$ cat config.mk
export PLATFORM = sky130hd
export DESIGN_NAME = seq_bin_to_bcd
export DESIGN_NICKNAME = d
export VERILOG_FILES = /design/src/rtl/bcd_pkg.sv /design/src/rtl/bcd_dabble_step.sv /design/src/rtl/seq_bin_to_bcd.sv
export SDC_FILE = /design/constraint.sdc
export NUM_CORES = 1
export LEC_CHECK = 0
export CORE_MARGIN = 1
export CORE_UTILIZATION = 36
export CTS_CLUSTER_SIZE = 40
export DETAILED_ROUTE_END_ITERATION = 7
export RECOVER_POWER = 100
export SYNTH_ARGS = -nofsm -noshare
export SYNTH_HDL_FRONTEND = slang
export SYNTH_SLANG_ARGS = --single-unit
export TNS_END_PERCENT = 10
$ cat constraint.sdc
create_clock -name clk -period 3 [get_ports clk]
set_input_delay 0.6 -clock clk [delete_from_list [all_inputs] [get_ports clk]]
set_output_delay 0.6 -clock clk [all_outputs]
set_load 0.01 [all_outputs]
$ cat src/rtl/bcd_pkg.sv
// rtl/bcd_pkg.sv - shared types and helpers for the sequential binary-to-BCD converter
// Purpose: FSM state encoding, nibble width and the digit-count legality helper.
// Ports: none (package).
package bcd_pkg;

  localparam int BCD_NIBBLE_W = 4;

  typedef enum logic [1:0] {
    IDLE = 2'd0,
    CONV = 2'd1,
    DONE = 2'd2
  } state_e;

  // Smallest digit count d with 10^d > 2^width, i.e. enough digits to hold
  // every magnitude up to and including 2^width.
  function automatic int min_bcd_digits(input int width);
    longint unsigned lim;
    longint unsigned pow10;
    int              d;
    lim   = 64'd1 << width;
    pow10 = 64'd10;
    d     = 1;
    while (pow10 <= lim) begin
      pow10 = pow10 * 64'd10;
      d     = d + 1;
    end
    return d;
  endfunction

endpackage

$ cat src/rtl/bcd_dabble_step.sv
// rtl/bcd_dabble_step.sv - one double-dabble iteration: add-3 correction then shift-in
// Purpose: combinational step of the shift/add-3 algorithm over DIGITS nibbles.
// Ports:
//   acc_in  - current BCD accumulator, DIGITS packed nibbles
//   bit_in  - next binary bit, enters accumulator bit 0
//   acc_out - corrected and shifted accumulator
module bcd_dabble_step
  import bcd_pkg::*;
#(
  parameter int DIGITS = 5
) (
  input  logic [BCD_NIBBLE_W*DIGITS-1:0] acc_in,
  input  logic                           bit_in,
  output logic [BCD_NIBBLE_W*DIGITS-1:0] acc_out
);

  localparam int BCD_W = BCD_NIBBLE_W * DIGITS;

  logic [BCD_W-1:0] adj;
  logic             unused_msb;

  always_comb begin
    adj = '0;
    for (int i = 0; i < DIGITS; i++) begin
      if (acc_in[i*BCD_NIBBLE_W +: BCD_NIBBLE_W] >= 4'd5) begin
        adj[i*BCD_NIBBLE_W +: BCD_NIBBLE_W] = acc_in[i*BCD_NIBBLE_W +: BCD_NIBBLE_W] + 4'd3;
      end else begin
        adj[i*BCD_NIBBLE_W +: BCD_NIBBLE_W] = acc_in[i*BCD_NIBBLE_W +: BCD_NIBBLE_W];
      end
    end
  end

  // The top bit falls off the shift; a legal DIGITS setting keeps it zero.
  assign unused_msb = adj[BCD_W-1];
  assign acc_out    = {adj[BCD_W-2:0], bit_in};

endmodule

$ cat src/rtl/seq_bin_to_bcd.sv
// rtl/seq_bin_to_bcd.sv - multi-cycle signed/unsigned binary-to-BCD converter, one bit per clock
// Purpose: accepts a binary value, converts its magnitude in BIN_W cycles, and
//   presents packed BCD digits plus a sign flag with valid/ready on both sides.
// Ports:
//   clk       - rising-edge clock
//   rst_n     - asynchronous active-low reset
//   in_valid  - bin is valid
//   in_ready  - block can accept a new value (combinational from state/out_ready)
//   bin       - binary value to convert
//   out_valid - bcd/neg hold a completed result
//   out_ready - consumer accepts the result
//   bcd       - packed digits, most significant digit at the top nibble
//   neg       - result is negative (always 0 when SIGNED=0)
module seq_bin_to_bcd
  import bcd_pkg::*;
#(
  parameter int BIN_W  = 15,
  parameter int DIGITS = 5,
  parameter int SIGNED = 1
) (
  input  logic                           clk,
  input  logic                           rst_n,
  input  logic                           in_valid,
  output logic                           in_ready,
  input  logic [BIN_W-1:0]               bin,
  output logic                           out_valid,
  input  logic                           out_ready,
  output logic [BCD_NIBBLE_W*DIGITS-1:0] bcd,
  output logic                           neg
);

  localparam int BCD_W = BCD_NIBBLE_W * DIGITS;
  localparam int CNT_W = $clog2(BIN_W + 1);
  // A signed magnitude never exceeds 2^(BIN_W-1), which lets e.g. a 20-bit
  // signed input fit in 6 digits.
  localparam int MAG_W = (SIGNED != 0) ? BIN_W - 1 : BIN_W;

  if (DIGITS < min_bcd_digits(MAG_W)) begin : g_digits_too_small
    $error("seq_bin_to_bcd: DIGITS=%0d too small for BIN_W=%0d", DIGITS, BIN_W);
  end

  state_e             state_q, state_d;
  logic [CNT_W-1:0]   cnt_q, cnt_d;
  logic [BIN_W-1:0]   shift_q, shift_d;
  logic [BCD_W-1:0]   acc_q, acc_d;
  logic [BCD_W-1:0]   bcd_q, bcd_d;
  logic               sign_q, sign_d;
  logic               neg_q, neg_d;
  logic               out_valid_q, out_valid_d;

  logic [BCD_W-1:0]   step_acc;
  logic               sign_in;
  logic [BIN_W-1:0]   mag;
  logic               accept;

  bcd_dabble_step #(
    .DIGITS (DIGITS)
  ) u_step (
    .acc_in  (acc_q),
    .bit_in  (shift_q[BIN_W-1]),
    .acc_out (step_acc)
  );

  always_comb begin
    sign_in = (SIGNED != 0) ? bin[BIN_W-1] : 1'b0;
    // BIN_W-bit negate: the most negative input maps to 2^(BIN_W-1) unchanged.
    mag     = sign_in ? (~bin + BIN_W'(1)) : bin;
  end

  always_comb begin
    state_d     = state_q;
    cnt_d       = cnt_q;
    shift_d     = shift_q;
    acc_d       = acc_q;
    bcd_d       = bcd_q;
    sign_d      = sign_q;
    neg_d       = neg_q;
    out_valid_d = out_valid_q;

    in_ready = (state_q == IDLE) || ((state_q == DONE) && out_ready);
    accept   = in_valid && in_ready;

    case (state_q)
      IDLE, DONE: begin
        if ((state_q == DONE) && out_ready) begin
          state_d     = IDLE;
          out_valid_d = 1'b0;
        end
        if (accept) begin
          shift_d     = mag;
          sign_d      = sign_in;
          acc_d       = '0;
          cnt_d       = '0;
          out_valid_d = 1'b0;
          state_d     = CONV;
        end
      end
      CONV: begin
        acc_d   = step_acc;
        shift_d = {shift_q[BIN_W-2:0], 1'b0};
        cnt_d   = cnt_q + CNT_W'(1);
        if (cnt_q == CNT_W'(BIN_W - 1)) begin
          bcd_d       = step_acc;
          neg_d       = sign_q;
          out_valid_d = 1'b1;
          state_d     = DONE;
        end
      end
      default: state_d = IDLE;
    endcase
  end

  always_ff @(posedge clk or negedge rst_n) begin
    if (!rst_n) begin
      state_q     <= IDLE;
      cnt_q       <= '0;
      shift_q     <= '0;
      acc_q       <= '0;
      bcd_q       <= '0;
      sign_q      <= 1'b0;
      neg_q       <= 1'b0;
      out_valid_q <= 1'b0;
    end else begin
      state_q     <= state_d;
      cnt_q       <= cnt_d;
      shift_q     <= shift_d;
      acc_q       <= acc_d;
      bcd_q       <= bcd_d;
      sign_q      <= sign_d;
      neg_q       <= neg_d;
      out_valid_q <= out_valid_d;
    end
  end

  assign out_valid = out_valid_q;
  assign bcd       = bcd_q;
  assign neg       = neg_q;

endmodule

======== Word-level counts from Yosys, hierarchy flattened ========
Index checks and enable logic that the tools add are counted.
storage, ports and cells
  bits in registers ....................... 64
  input port bits ......................... 19
  output and inout port bits .............. 23
  word-level logic and storage cells ...... 58
cells by class
  equal/unequal tests ..................... 6
  magnitude comparators ................... 5
  bitwise operators ....................... 1
  muxes and demuxes ....................... 20
  add/subtract/negate cells ............... 7
  reduce and logical (&&, ||, !) cells .... 11
operators with widths
  cell                                                                    count
  20-bit case mux with 2 select lines                                     1
  15-bit two-way mux                                                      2
  15-bit case mux with 2 select lines                                     1
  4-bit by 3-bit >= comparator with 1-bit output (second input constant)  5
  20-bit two-way mux                                                      1
  4-bit two-way mux                                                       5
  4-bit by 2-bit adder with 4-bit output (second input constant)          4
  15-bit by 1-bit adder with 15-bit output (second input constant)        1
  15-bit NOT                                                              1
  4-bit case mux with 2 select lines                                      1
  2-bit AND reduction                                                     4
  2-bit two-way mux                                                       3
  4-bit by 1-bit adder with 4-bit output (second input constant)          1
  4-bit equality test (second input constant)                             1
  2-bit inequality test (second input constant)                           2
  2-bit case mux with 2 select lines                                      1
  3-bit by 2-bit adder with 3-bit output (second input constant)          1
  1-bit two-way mux                                                       3
  3-bit two-way mux                                                       1
  3-bit inequality test (second input constant)                           1
  3-bit AND reduction                                                     1
  2-bit by 1-bit equality test with 1-bit output (second input constant)  1
  2-bit equality test (second input constant)                             1
  1-bit logical AND                                                       2
  other kinds (5)                                                         5

======== Longest topological paths before layout ========
  depth in word-level cells ............... 6
  mapped depth ............................ 7
  gate-level depth less buffers ........... 6

======== Cells and area by module ========
Synthesis repeated with hierarchy kept, for this count alone.
second synthesis, totals
  cell total of the unflattened synthesis .. 291
  area, all modules ....................... 3188.1 sq um
by module, submodules not included
  module           cells an instance  instances  sequential area each (sq um)  area an instance (sq um)
  seq_bin_to_bcd   214                1          1601.5                        2693.8
  bcd_dabble_step  77                 1          0.0                           494.2

======== Worst setup path before layout ========
Ideal clock, no wire load.
  path kind ............................... input port to flip-flop
  from .................................... input bin[0]
  to ...................................... register shift_q[14]
  setup time .............................. 104 ps
  cell stages on the path ................. 5
  arrival ................................. 1884 ps
  data required time ...................... 2896 ps
  buffers on the path ..................... 0
  setup slack ............................. 1013 ps
  cell sequence ........................... inv_1 ha_1 or4b_4 or4_4 o41ai_2
between the ends
  word-level cells in the longest chain between the ends .. 5
ends and longest elaborated chain
  element                                   RTL line               source
  start: declaration                        seq_bin_to_bcd.sv:25   input logic [BIN_W-1:0] bin,
  15-bit NOT                                seq_bin_to_bcd.sv:67   mag = sign_in ? (~bin + BIN_W'(1)) : bin;
  15-bit by 1-bit adder with 15-bit output  seq_bin_to_bcd.sv:67
  15-bit two-way mux                        seq_bin_to_bcd.sv:67
  15-bit two-way mux                        seq_bin_to_bcd.sv:89   if (accept) begin
  15-bit case mux with 2 select lines       seq_bin_to_bcd.sv:83   case (state_q)
  end signal: assignment                    seq_bin_to_bcd.sv:126  shift_q <= shift_d;
  end: declaration                          seq_bin_to_bcd.sv:44   logic [BIN_W-1:0] shift_q, shift_d;
No other way between the ends. The select of a mux whose other input is x is not followed.
A chain may end at the register's enable or synchronous reset.

======== Worst setup path after layout ========
  from .................................... input out_ready
  to ...................................... output in_ready
between the ends
  word-level cells in the longest chain between the ends .. 2
ends and longest elaborated chain
  element             RTL line              source
  start: declaration  seq_bin_to_bcd.sv:27  input logic out_ready,
  1-bit logical AND   seq_bin_to_bcd.sv:80  in_ready = (state_q == IDLE) || ((state_q == DONE) && out_ready);
  1-bit logical OR    seq_bin_to_bcd.sv:80
  end: declaration    seq_bin_to_bcd.sv:24  output logic in_ready,
No other way between the ends.

==> flow_metrics.env <==
export IMPL_result_of_the_run="complete, no violations"
export IMPL_final_layout_size_suffix_gt1_share_pct=8.23
export IMPL_report_power_total_uw=3590
export IMPL_yosys_area_top_type_share_pct=48.9
export IMPL_grt_pass1_vias=2331
export IMPL_post_cts_hold_buffer_count=0
export IMPL_antenna_left=0
export IMPL_clock_power_share_pct=18.1
export IMPL_synth_compound_area_share_pct=19.5
export IMPL_combinationalPowerShare_pct=40.5
export IMPL_place_congestion=0.743
export IMPL_overflow=0
export IMPL_primary_flip_flop_cell_chosen_by_synthesis_mapping="sky130_fd_sc_hd__dfrtp_1"
export IMPL_cts_max_path_buffers=2
export IMPL_startpoint_type="input pin"
export IMPL_synth_area_mux_share_pct=2.33
export IMPL_clk_pin_slew_ps=70
export IMPL_synth_most_common_cell="sky130_fd_sc_hd__dfrtp_1"
export IMPL_dieWidth_um=97.4
export IMPL_drc=0
export IMPL_floorplan_rows=34
export IMPL_period_needed_ps=2570
export IMPL_synthArstFlopShare_pct=100
export IMPL_slew_violations=0
export IMPL_worst_hold_startpoint="bcd[10]"
export IMPL_areaGrowthSynthToFinish_pct=20.0
export IMPL_worstReg2RegEnd="bcd[3]"
export IMPL_worst_slew_margin_rel_pct=2.33
export IMPL_intPower_uw=2240
export IMPL_yosys_area_share_adder_pct=4.96
export IMPL_ioPinCount=42
export IMPL_synth_edff_count=0
export IMPL_distinct_cell_type_count_of_the_synthesized_netlist=36
export IMPL_grt_setup_unrepaired="false"
export IMPL_most_used_standard_cells_in_the_synthesized_netlist="64 x sky130_fd_sc_hd__dfrtp_1, 61 x sky130_fd_sc_hd__o21ai_0, 48 x sky130_fd_sc_hd__nand2_1"
export IMPL_nets=416
export IMPL_largest_family_of_logic_cells_by_synthesized_area="compound AO/OA/AOI/OAI gates"
export IMPL_die_ar_um2=9490
export IMPL_fin_setup_tns_ps=0
export IMPL_number_of_violations_of_the_max_capacitance_limit=0
export IMPL_power_density_nw_per_um2=913
export IMPL_cts_buffers_inserted=9
export IMPL_via_per_inst=5.11
export IMPL_path_class="in2out"
export IMPL_leakagePower_uw=0.00171
export IMPL_grt_pass1_wl_mm=11.3
export IMPL_tritoncts="built"
export IMPL_synth_top_cell_by_area="sky130_fd_sc_hd__dfrtp_1"
export IMPL_port_buffers=41
export IMPL_share_seq_of_total_power_pct=41.4
export IMPL_fmaxAchievable_mhz=389
export IMPL_floorplan_initialDensity_pct=37.4
export IMPL_net_switching_component_of_the_power_uw=1350
export IMPL_peakVddDrop_v=0.000226
export IMPL_synthCells=345
export IMPL_finalClockSkew_ps=10.5
export IMPL_layout_worst_path_cycle_share_pct=85.6
export IMPL_switching_share_pct=37.7
export IMPL_yosysWarningCount=0
export IMPL_post_cts_buffers=0
export IMPL_post_synth_instance_area_um2=3280
export IMPL_drt_pass1_iter_count=4
export IMPL_worst_slew_pin_transition_ps=1470
export IMPL_setup_viol=0
export IMPL_insertedDiodeCount=0
export IMPL_post_cts_resize_count=0
export IMPL_routed_via_count=2539
export IMPL_synth_fp_nets=377
export IMPL_insertion_delay_ps=350
export IMPL_netlist_top_cells_area="sky130_fd_sc_hd__dfrtp_1 49%, sky130_fd_sc_hd__o21ai_0 9.3%, sky130_fd_sc_hd__nand2_1 5.5%"
export IMPL_hpwl_mm=4.57
export IMPL_synth_yosys_seq_area_share_pct=48.9
export IMPL_detail_route_wl_per_cell_um=13.2
export IMPL_timing_hold_violations_final=0
export IMPL_grt_util_all_layers_pct=15.0
export IMPL_total_routed_length_mm=6.55
export IMPL_critPathArrivalTime_ps=1970
export IMPL_reg2regPathDepth=6
export IMPL_hold_class="reg2reg"
export IMPL_worstPathMaxFanout=3
export IMPL_ys_seq_elements=64
export IMPL_syn_area_per_cell_um2=9.50
export IMPL_postLayoutCellArea_um2=3930
export IMPL_rrSetupSlack_ps=570
export IMPL_timing_critical_path_to="in_ready"
export IMPL_worstReg2RegStart="state_q[1]"
export IMPL_critPathRequiredTime_ps=2400
export IMPL_cts_htree_levels=3
export IMPL_simple_gate_fraction_of_synth_area_pct=15.1
export IMPL_worst_setup_path_startpoint="out_ready"
export IMPL_setup_worst_path_end_class="output port"
export IMPL_clock_root_cell="sky130_fd_sc_hd__clkbuf_8"
export IMPL_fp_coreArea_um2=8760
export IMPL_numClockSinks=64
export IMPL_nFillCells=876
export IMPL_dpl_cell_area_um2=3790
export IMPL_fp_dieH_um=97.4
export IMPL_yosys_area_share_xor_xnor_pct=4.81
export IMPL_maximum_number_of_pins_on_one_net_before_global_route_repair=37
export IMPL_antenna_violations_before_repair=0
export IMPL_detail_route_iter0_violations=102
sequential cells by signal (all words and copies together) (netlist names):
signal     flops
acc_q         20
bcd           20
shift_q       15
cnt_q          4
state_q        2
neg            1
out_valid      1
sign_q         1
worst max-delay path, stage by stage:
cell and delay [ps]:
sky130_fd_sc_hd__dlygate4sd3_1 560, sky130_fd_sc_hd__nor2b_1 150, sky130_fd_sc_hd__nor2_1 50, sky130_fd_sc_hd__dlygate4sd3_1 600
per-stage QoR:
stage	instances	util [%]	setup WS [ps]	hold slack [ps]
final	497	44.9	432	474
after global routing	497	44.9	300	506
after CTS	497	45.2	615	236
after detailed placement	481	43.3	491	471
after global placement	481	43.3	525	463
after floorplan	345	-	1010	304
cell families after synthesis:
group / Yosys count
flip-flops: 64
adder cells (fa/ha/maj): 13
buffers and inverters: 36
AND/OR/NAND/NOR: 100
multiplexers: 7
AO/OA/AOI/OAI: 107
XOR/XNOR: 18
power groups by stage:
stage | registers, uW | clock network [uW] | logic [uW]
after global placement | 1500 | 0 | 1510
final | 1490 | 648 | 1460
after detailed placement | 1510 | 0 | 1550
after floorplan | 1500 | 0 | 981
after global routing | 1550 | 712 | 1660
after CTS | 1500 | 669 | 1550
cell type report:
type	count	area (um2)	area share (%)
tap	108	135	3.44
inverter	16	60.1	1.53
timing repair buffer	48	442	11.2
sequential	64	1600	40.7
clock buffer	13	149	3.79
multi-input combinational	245	1530	38.8
clock inverter	3	17.5	0.445
how the worst min path moves through the flow:
stage / endpoint / slack [ps] / cells after the start
2_1_floorplan: acc_q[0] / 300 / 0
3_3_place_gp: bcd[12] / 460 / 2
5_1_grt: sign_q / 510 / 2
3_5_place_dp: sign_q / 470 / 2
6_report: bcd[10] / 470 / 2
4_1_cts: bcd[15] / 240 / 1
per-layer routing:
layer | global-route usage (%) | up-vias | share of wire, %
met5 | 0 | - | 0
met4 | 6.79 | 0 | 1.9
met3 | 3.96 | 11 | 3.5
met2 | 22.8 | 47 | 45
met1 | 20.1 | 1195 | 49
li1 | - | 1286 | -
cell usage in the layout (no fill, tap or decap), types with 2 or more instances in the layout:
| cell | netlist | layout |
|---|---|---|
| sky130_fd_sc_hd__o41ai_2 | 3 | 2 |
| sky130_fd_sc_hd__xor2_1 | 12 | 12 |
| sky130_fd_sc_hd__ha_1 | 13 | 13 |
| sky130_fd_sc_hd__clkinv_2 | 0 | 2 |
| sky130_fd_sc_hd__a31oi_1 | 5 | 5 |
| sky130_fd_sc_hd__nand2b_1 | 8 | 8 |
| sky130_fd_sc_hd__mux2i_1 | 2 | 2 |
| sky130_fd_sc_hd__nand2_1 | 48 | 48 |
| sky130_fd_sc_hd__nor2_1 | 11 | 11 |
| sky130_fd_sc_hd__clkbuf_1 | 14 | 8 |
| sky130_fd_sc_hd__o31ai_1 | 4 | 4 |
| sky130_fd_sc_hd__or2_2 | 3 | 3 |
| sky130_fd_sc_hd__or3_1 | 4 | 4 |
| sky130_fd_sc_hd__dlygate4sd3_1 | 0 | 25 |
| sky130_fd_sc_hd__nor2b_1 | 2 | 2 |
| sky130_fd_sc_hd__buf_4 | 1 | 3 |
| sky130_fd_sc_hd__clkbuf_8 | 0 | 10 |
| sky130_fd_sc_hd__inv_1 | 16 | 16 |
| sky130_fd_sc_hd__a21oi_1 | 10 | 10 |
| sky130_fd_sc_hd__a22oi_1 | 12 | 12 |
| sky130_fd_sc_hd__nand3_1 | 6 | 6 |
| sky130_fd_sc_hd__o41ai_1 | 3 | 4 |
| sky130_fd_sc_hd__nor3_1 | 5 | 5 |
| sky130_fd_sc_hd__or3b_2 | 5 | 5 |
| sky130_fd_sc_hd__clkdlybuf4s50_1 | 0 | 15 |
| sky130_fd_sc_hd__nor3b_1 | 4 | 4 |
| sky130_fd_sc_hd__dfrtp_1 | 64 | 64 |
| sky130_fd_sc_hd__o21ai_0 | 61 | 62 |
| sky130_fd_sc_hd__xnor2_1 | 6 | 6 |
| sky130_fd_sc_hd__o22ai_1 | 5 | 5 |
| sky130_fd_sc_hd__mux2_2 | 5 | 4 |
Power figures use the tool's default switching activity.
